## config.mk

```make
export PLATFORM = sky130hd
export DESIGN_NAME = duty_pwm_gen
export DESIGN_NICKNAME = d
export VERILOG_FILES = /design/src/rtl/duty_pwm_gen.sv
export SDC_FILE = /design/constraint.sdc
export NUM_CORES = 1
export LEC_CHECK = 0
export ABC_AREA = 1
export ABC_CLOCK_PERIOD_IN_PS = 2100
export CORE_ASPECT_RATIO = 0.8
export CORE_MARGIN = 10
export CORE_UTILIZATION = 40
export CTS_BUF_LIST = sky130_fd_sc_hd__clkbuf_8
export DETAILED_ROUTE_END_ITERATION = 6
export PLACE_DENSITY = 0.65
export RECOVER_POWER = 100
export SYNTH_ARGS = -nofsm -noshare
export SYNTH_HDL_FRONTEND = slang
export SYNTH_SLANG_ARGS = --single-unit
```

## constraint.sdc

```tcl
create_clock -name clk -period 2.1 [get_ports clk]
set_input_delay 0.525 -clock clk [delete_from_list [all_inputs] [get_ports clk]]
set_output_delay 0.525 -clock clk [all_outputs]
set_load 0.1 [all_outputs]
```

## src/rtl/duty_pwm_gen.sv

```systemverilog
`default_nettype none
// ============================================================================
//  Module      : duty_pwm_gen
//  Description : Variable-duty square/PWM generator clocked at the audio
//                sample rate. A phase accumulator advances by freq_word each
//                clock; the top four phase bits are compared against the
//                latched duty (duty_q) to give a high fraction of duty_q/16.
//                duty_q changes only on accumulator wrap, so every period is
//                complete and glitch-free.
//  Config macro: DUTY_SLEW_EN - when defined, duty_q steps by +/-1 toward
//                duty at each wrap instead of jumping straight to it.
//  Ports       :
//    clk          in   sample clock, rising edge
//    reset_n      in   asynchronous active-low reset
//    enable       in   1 = run, 0 = idle (phase cleared, outputs zero)
//    duty         in   4-bit target duty (high fraction = duty/16)
//    freq_word    in   phase increment per clock (0 freezes the phase)
//    pwm_out      out  registered PWM level
//    sample       out  registered signed sample: +AMP / -AMP / 0 when idle
//    period_start out  one-cycle strobe on the first cycle of each period
//  Revision    : 1.0 - initial release
// ============================================================================
module duty_pwm_gen #(
   parameter int                         PHASE_W = 16,
   parameter int                         DATA_W  = 16,
   parameter logic signed [DATA_W-1:0]   AMP     = 16'sd8192
) (
   input  logic                      clk,
   input  logic                      reset_n,
   input  logic                      enable,
   input  logic [3:0]                duty,
   input  logic [PHASE_W-1:0]        freq_word,
   output logic                      pwm_out,
   output logic signed [DATA_W-1:0]  sample,
   output logic                      period_start
);

   typedef enum logic [0:0] {
      S_IDLE = 1'b0,
      S_RUN  = 1'b1
   } state_t;

   state_t                    r_state;
   logic [PHASE_W-1:0]        r_phase;
   logic [3:0]                r_duty_q;
   // Set on the edge that starts a new period (IDLE->RUN or wrap) so the
   // strobe lines up with the output computed from the period's first phase.
   logic                      r_first;
   logic                      r_pwm;
   logic signed [DATA_W-1:0]  r_sample;
   logic                      r_period_start;

   logic [PHASE_W:0]          w_sum;
   logic                      w_wrap;
   logic                      w_hi;
   logic [3:0]                w_duty_wrap;
   logic signed [DATA_W-1:0]  w_neg_amp;

   // Extra MSB of the sum is the carry out, i.e. the period wrap.
   assign w_sum     = {1'b0, r_phase} + {1'b0, freq_word};
   assign w_wrap    = w_sum[PHASE_W];
   assign w_hi      = (r_phase[PHASE_W-1 -: 4] < r_duty_q);
   assign w_neg_amp = -AMP;

`ifdef DUTY_SLEW_EN
   always_comb begin
      w_duty_wrap = r_duty_q;
      if (r_duty_q < duty) begin
         w_duty_wrap = r_duty_q + 4'd1;
      end else if (r_duty_q > duty) begin
         w_duty_wrap = r_duty_q - 4'd1;
      end
   end
`else
   assign w_duty_wrap = duty;
`endif

   always_ff @(posedge clk or negedge reset_n) begin
      if (!reset_n) begin
         r_state        <= S_IDLE;
         r_phase        <= '0;
         r_duty_q       <= 4'd0;
         r_first        <= 1'b0;
         r_pwm          <= 1'b0;
         r_sample       <= '0;
         r_period_start <= 1'b0;
      end else begin
         case (r_state)
            S_IDLE: begin
               r_phase        <= '0;
               r_duty_q       <= duty;
               r_pwm          <= 1'b0;
               r_sample       <= '0;
               r_period_start <= 1'b0;
               r_first        <= enable;
               if (enable) begin
                  r_state <= S_RUN;
               end
            end
            S_RUN: begin
               if (!enable) begin
                  // Leaving RUN wins over a coincident wrap: no strobe,
                  // duty_q takes the idle-style direct load.
                  r_state        <= S_IDLE;
                  r_phase        <= '0;
                  r_duty_q       <= duty;
                  r_pwm          <= 1'b0;
                  r_sample       <= '0;
                  r_period_start <= 1'b0;
                  r_first        <= 1'b0;
               end else begin
                  r_phase        <= w_sum[PHASE_W-1:0];
                  if (w_wrap) begin
                     r_duty_q <= w_duty_wrap;
                  end
                  r_pwm          <= w_hi;
                  r_sample       <= w_hi ? AMP : w_neg_amp;
                  r_period_start <= r_first;
                  r_first        <= w_wrap;
               end
            end
         endcase
      end
   end

   assign pwm_out      = r_pwm;
   assign sample       = r_sample;
   assign period_start = r_period_start;

endmodule
`default_nettype wire

```

==> results by group <==
Status
  • Status: completed

Critical path
  • FF-to-FF End: r_duty_q[0]
  • R2r setup slk: 0.47 ns
  • Required @ worst endpoint: 2.32 ns
  • CP arrival: 2.22 ns
  • Setup crit end kind: flip-flop
  • CP max stage delay: 0.46 ns
  • Chain of cells forming the critical path: clkdlybuf4s50_1 -> ha_2 -> inv_2 -> fa_2 -> inv_2 -> nand3_2 -> nand3_2 -> nand2_2 -> nand2_4 -> nand2_4 -> nand3_4 -> nand2_1 -> nand2_1
  • Reg2reg path depth: 12
  • Startpoint types: input pin
  • Largest fanout on the critical path: 6
  • CP bufs+invs: 3
  • CP max stage cell: clkdlybuf4s50_1
  • Delay-heaviest family, CP: simple AND/OR/NAND/NOR gates
  • RR Startpoint: r_phase[0]
  • Critical path class: input pin to flip-flop

Routing
  • Initial drt markers: 59
  • Drt pass-1 iters: 4
  • DR vias/cell: 4.48
  • Final wirelength: 4420 microns
  • Vias: 1797
  • WL per Instance: 11.0 microns
  • DRT antenna net count: 0
  • Number of remaining DRC errors: 0

Cells and area
  • Finished Layout Cells: 401
  • Final Util: 50.5%
  • Cell area after layout: 0.00250 sq mm
  • ANT cells: 0
  • Nets: 383
  • Share of layout cells above drive strength 1: 12.7%
  • P&R area growth vs syn: 23.6%
  • Filler Cell Count: 501

Timing
  • Setup Skew: 0.00681 ns
  • Setup violations, final: 0
  • Fmax achieved: 501 MHz
  • Period utilisation layout: 95.1%
  • Period minus WS final: 2.00 ns
  • Worst-Margin Slew: 0.682 ns
  • Final hold vios: 0
  • Relative slew slack: 54.6%
  • Final Max Slew Viols: 0

Power
  • Leak pwr: 0.00148 uW
  • Pwr dens: 582 mW/mm^2
  • Power Total: 1450 uW
  • Maximum VDD drop: 0.274 mV

GRT
  • Antenna violations before repair: 0
  • Overflow after GRT: 0
  • Largest net degree at the start of global routing: 27
  • Vias in the first global route: 1778
  • First-pass GRT wire length: 7780 microns
  • GR Util All Layers: 11.1%

Placed design
  • Buffers on Ports: 27
  • Post-DP HPWL: 3550 microns
  • GPL Wtd Cong: 0.860
  • Placed Instances: 395
  • Dpl cell area: 0.00243 sq mm

CTS
  • # hold bufs at CTS: 0
  • Clock Latency Late Sink: 0.28 ns
  • Clk Tree Root Cell: clkbuf_8
  • Clock Tree Buf Depth: 2
  • Reg clk slew, reported paths: 0.10 ns
  • H-tree levels: 1
  • CTS tree: done
  • Clock buffer count from CTS: 3
  • Clk sinks: 26

Hold path
  • HP Class: flip-flop to flip-flop
  • Hold path cells: 2
  • Hold Path Origin: r_first
  • Hold EP: period_start

Logic synthesis
  • Simple-gate portion of the synthesized area: 31.7%
  • Synth area leader: dfrtp_1
  • Largest family of logic cells by synthesized area: simple AND/OR/NAND/NOR gates
  • Largest cells by area after synthesis: dfrtp_1 32%, nand2_1 18%, ha_1 12%, inv_1 11%, buf_4 5.2%
  • Synth Area in Compound Gates: 6.99%
  • Mux cell area share after synthesis: 0%
  • Fraction of the mapped netlist area in adder cells: 12.7%
  • Synth Instances: 293
  • Synth top area share: 32.2%
  • Avg Synthesized Cell Area: 6.91 sq um
  • Yosys warns: 0
  • Mapped cell area: 0.00202 sq mm
  • XOR/XNOR Fraction of Synth Area: 0%
  • Synthesized flop and latch total: 26
  • Post-synthesis sequential area ratio: 32.2%
  • Post-synth cell types: 27

Floorplanning
  • CORE AREA: 0.00495 sq mm
  • Initial Util: 40.9%
  • Die Area: 0.00832 sq mm
  • Top Ports: 41
  • Row cnt: 23
  • Chip height: 83.6 microns
  • Die width: 99.5 microns

Job
  • Max Cap Viol: 0
-- worst reg2reg max path, cell delays in order (launching register included) --
cell,delay [ns]
dfrtp_1,0.34
ha_2,0.18
inv_2,0.04
fa_2,0.35
inv_2,0.08
nand3_2,0.06
nand3_2,0.11
nand2_2,0.07
nand2_4,0.09
nand2_4,0.08
nand3_4,0.08
nand2_1,0.05
nand2_1,0.05
-- repair_timing --
action / 4_1_cts / 5_1_grt
setup endpoints to repair: 0 / 10
gates resized for setup: 0 / 8
buffers inserted: 0 / 2
-- synth_stat cells --
cell type / count
a21oi_1: 17
a21oi_4: 1
and2_1: 1
and2_4: 1
buf_2: 2
buf_4: 14
conb_1: 1
dfrtp_1: 26
fa_1: 1
ha_1: 19
inv_1: 57
nand2_1: 96
nand2_2: 2
nand2_4: 1
nand3_1: 10
nand3_2: 1
nand3_4: 1
nand3b_1: 1
nand4_1: 5
nor2_1: 23
nor2_2: 1
nor2_4: 1
nor3_1: 3
o211ai_1: 1
o21a_1: 1
o21ai_0: 5
or2_1: 1
-- cell type report --
type                    instances  area (sq um)  share of cell area, %
multi-input cells             206          1110                   44.3
flip-flops and latches         26           651                   26.0
repair buffers                 46           394                   15.8
inverters                      57           214                   8.56
well taps                      62          77.6                   3.10
clock buffers                   4          55.1                   2.20
-- cell families after synthesis --
kind of cell,count (synthesis)
simple gates,148
compound gates,25
fa+ha+maj,20
buf+inv,73
other cells,1
flops,26
-- report_power, final --
group	leakage (uW)	internal, uW	switching (uW)	total (uW)
Combinational	0.00111	187	377	564
Sequential	0.000340	536	16.5	552
Clock	0.0000288	168	170	338
Total	0.00148	891	563	1450
-- stage by stage --
stage               setup TNS [ns]  setup slack, ns  hold slack, ns
floorplan                        0            0.251           0.229
global placement             -2.12           -0.226           0.457
detailed placement           -2.76           -0.272           0.468
CTS                              0           0.0197           0.479
global route               -0.0360          -0.0159           0.513
finish                           0            0.103           0.476
-- worst max-delay path by stage --
stage | end | slack, ns | cells past startpoint | startpoint
floorplan | sample[15] | 0.25 | 1 | sample[14]
CTS | r_duty_q[1] | 0.02 | 13 | freq_word[0]
detailed placement | r_duty_q[2] | -0.27 | 12 | freq_word[0]
global placement | r_duty_q[3] | -0.23 | 12 | freq_word[0]
global route | r_duty_q[3] | -0.02 | 13 | freq_word[0]
finish | r_duty_q[0] | 0.10 | 13 | freq_word[0]
-- registers in the layout (all words and copies together) (netlist names) --
signal,flops
period_start,1
r_phase,16
r_first,1
r_duty_q,4
r_state,1
sample,2
pwm_out,1
-- per-layer routing --
metal  GRT usage, %  vias up  wire (microns)
met5              0        -               0
met4           2.86        0              42
met3           3.39        5             264
met2           17.6       45            1940
met1           14.0      785            2180
li1               -      962               -
-- cell usage in the layout, fill, tap and decap left out, types with 2 or more instances in the layout --
| cell type | n |
|---|---|
| a21oi_1 | 17 |
| buf_4 | 16 |
| clkbuf_2 | 6 |
| clkbuf_8 | 4 |
| clkdlybuf4s50_1 | 20 |
| conb_1 | 13 |
| dfrtp_1 | 26 |
| dlygate4sd3_1 | 2 |
| ha_1 | 18 |
| inv_1 | 55 |
| inv_2 | 2 |
| nand2_1 | 94 |
| nand2_2 | 3 |
| nand2_4 | 2 |
| nand3_1 | 9 |
| nand3_2 | 2 |
| nand4_1 | 5 |
| nor2_1 | 23 |
| nor3_1 | 3 |
| o21ai_0 | 5 |
(Power assumes the default switching activity.)
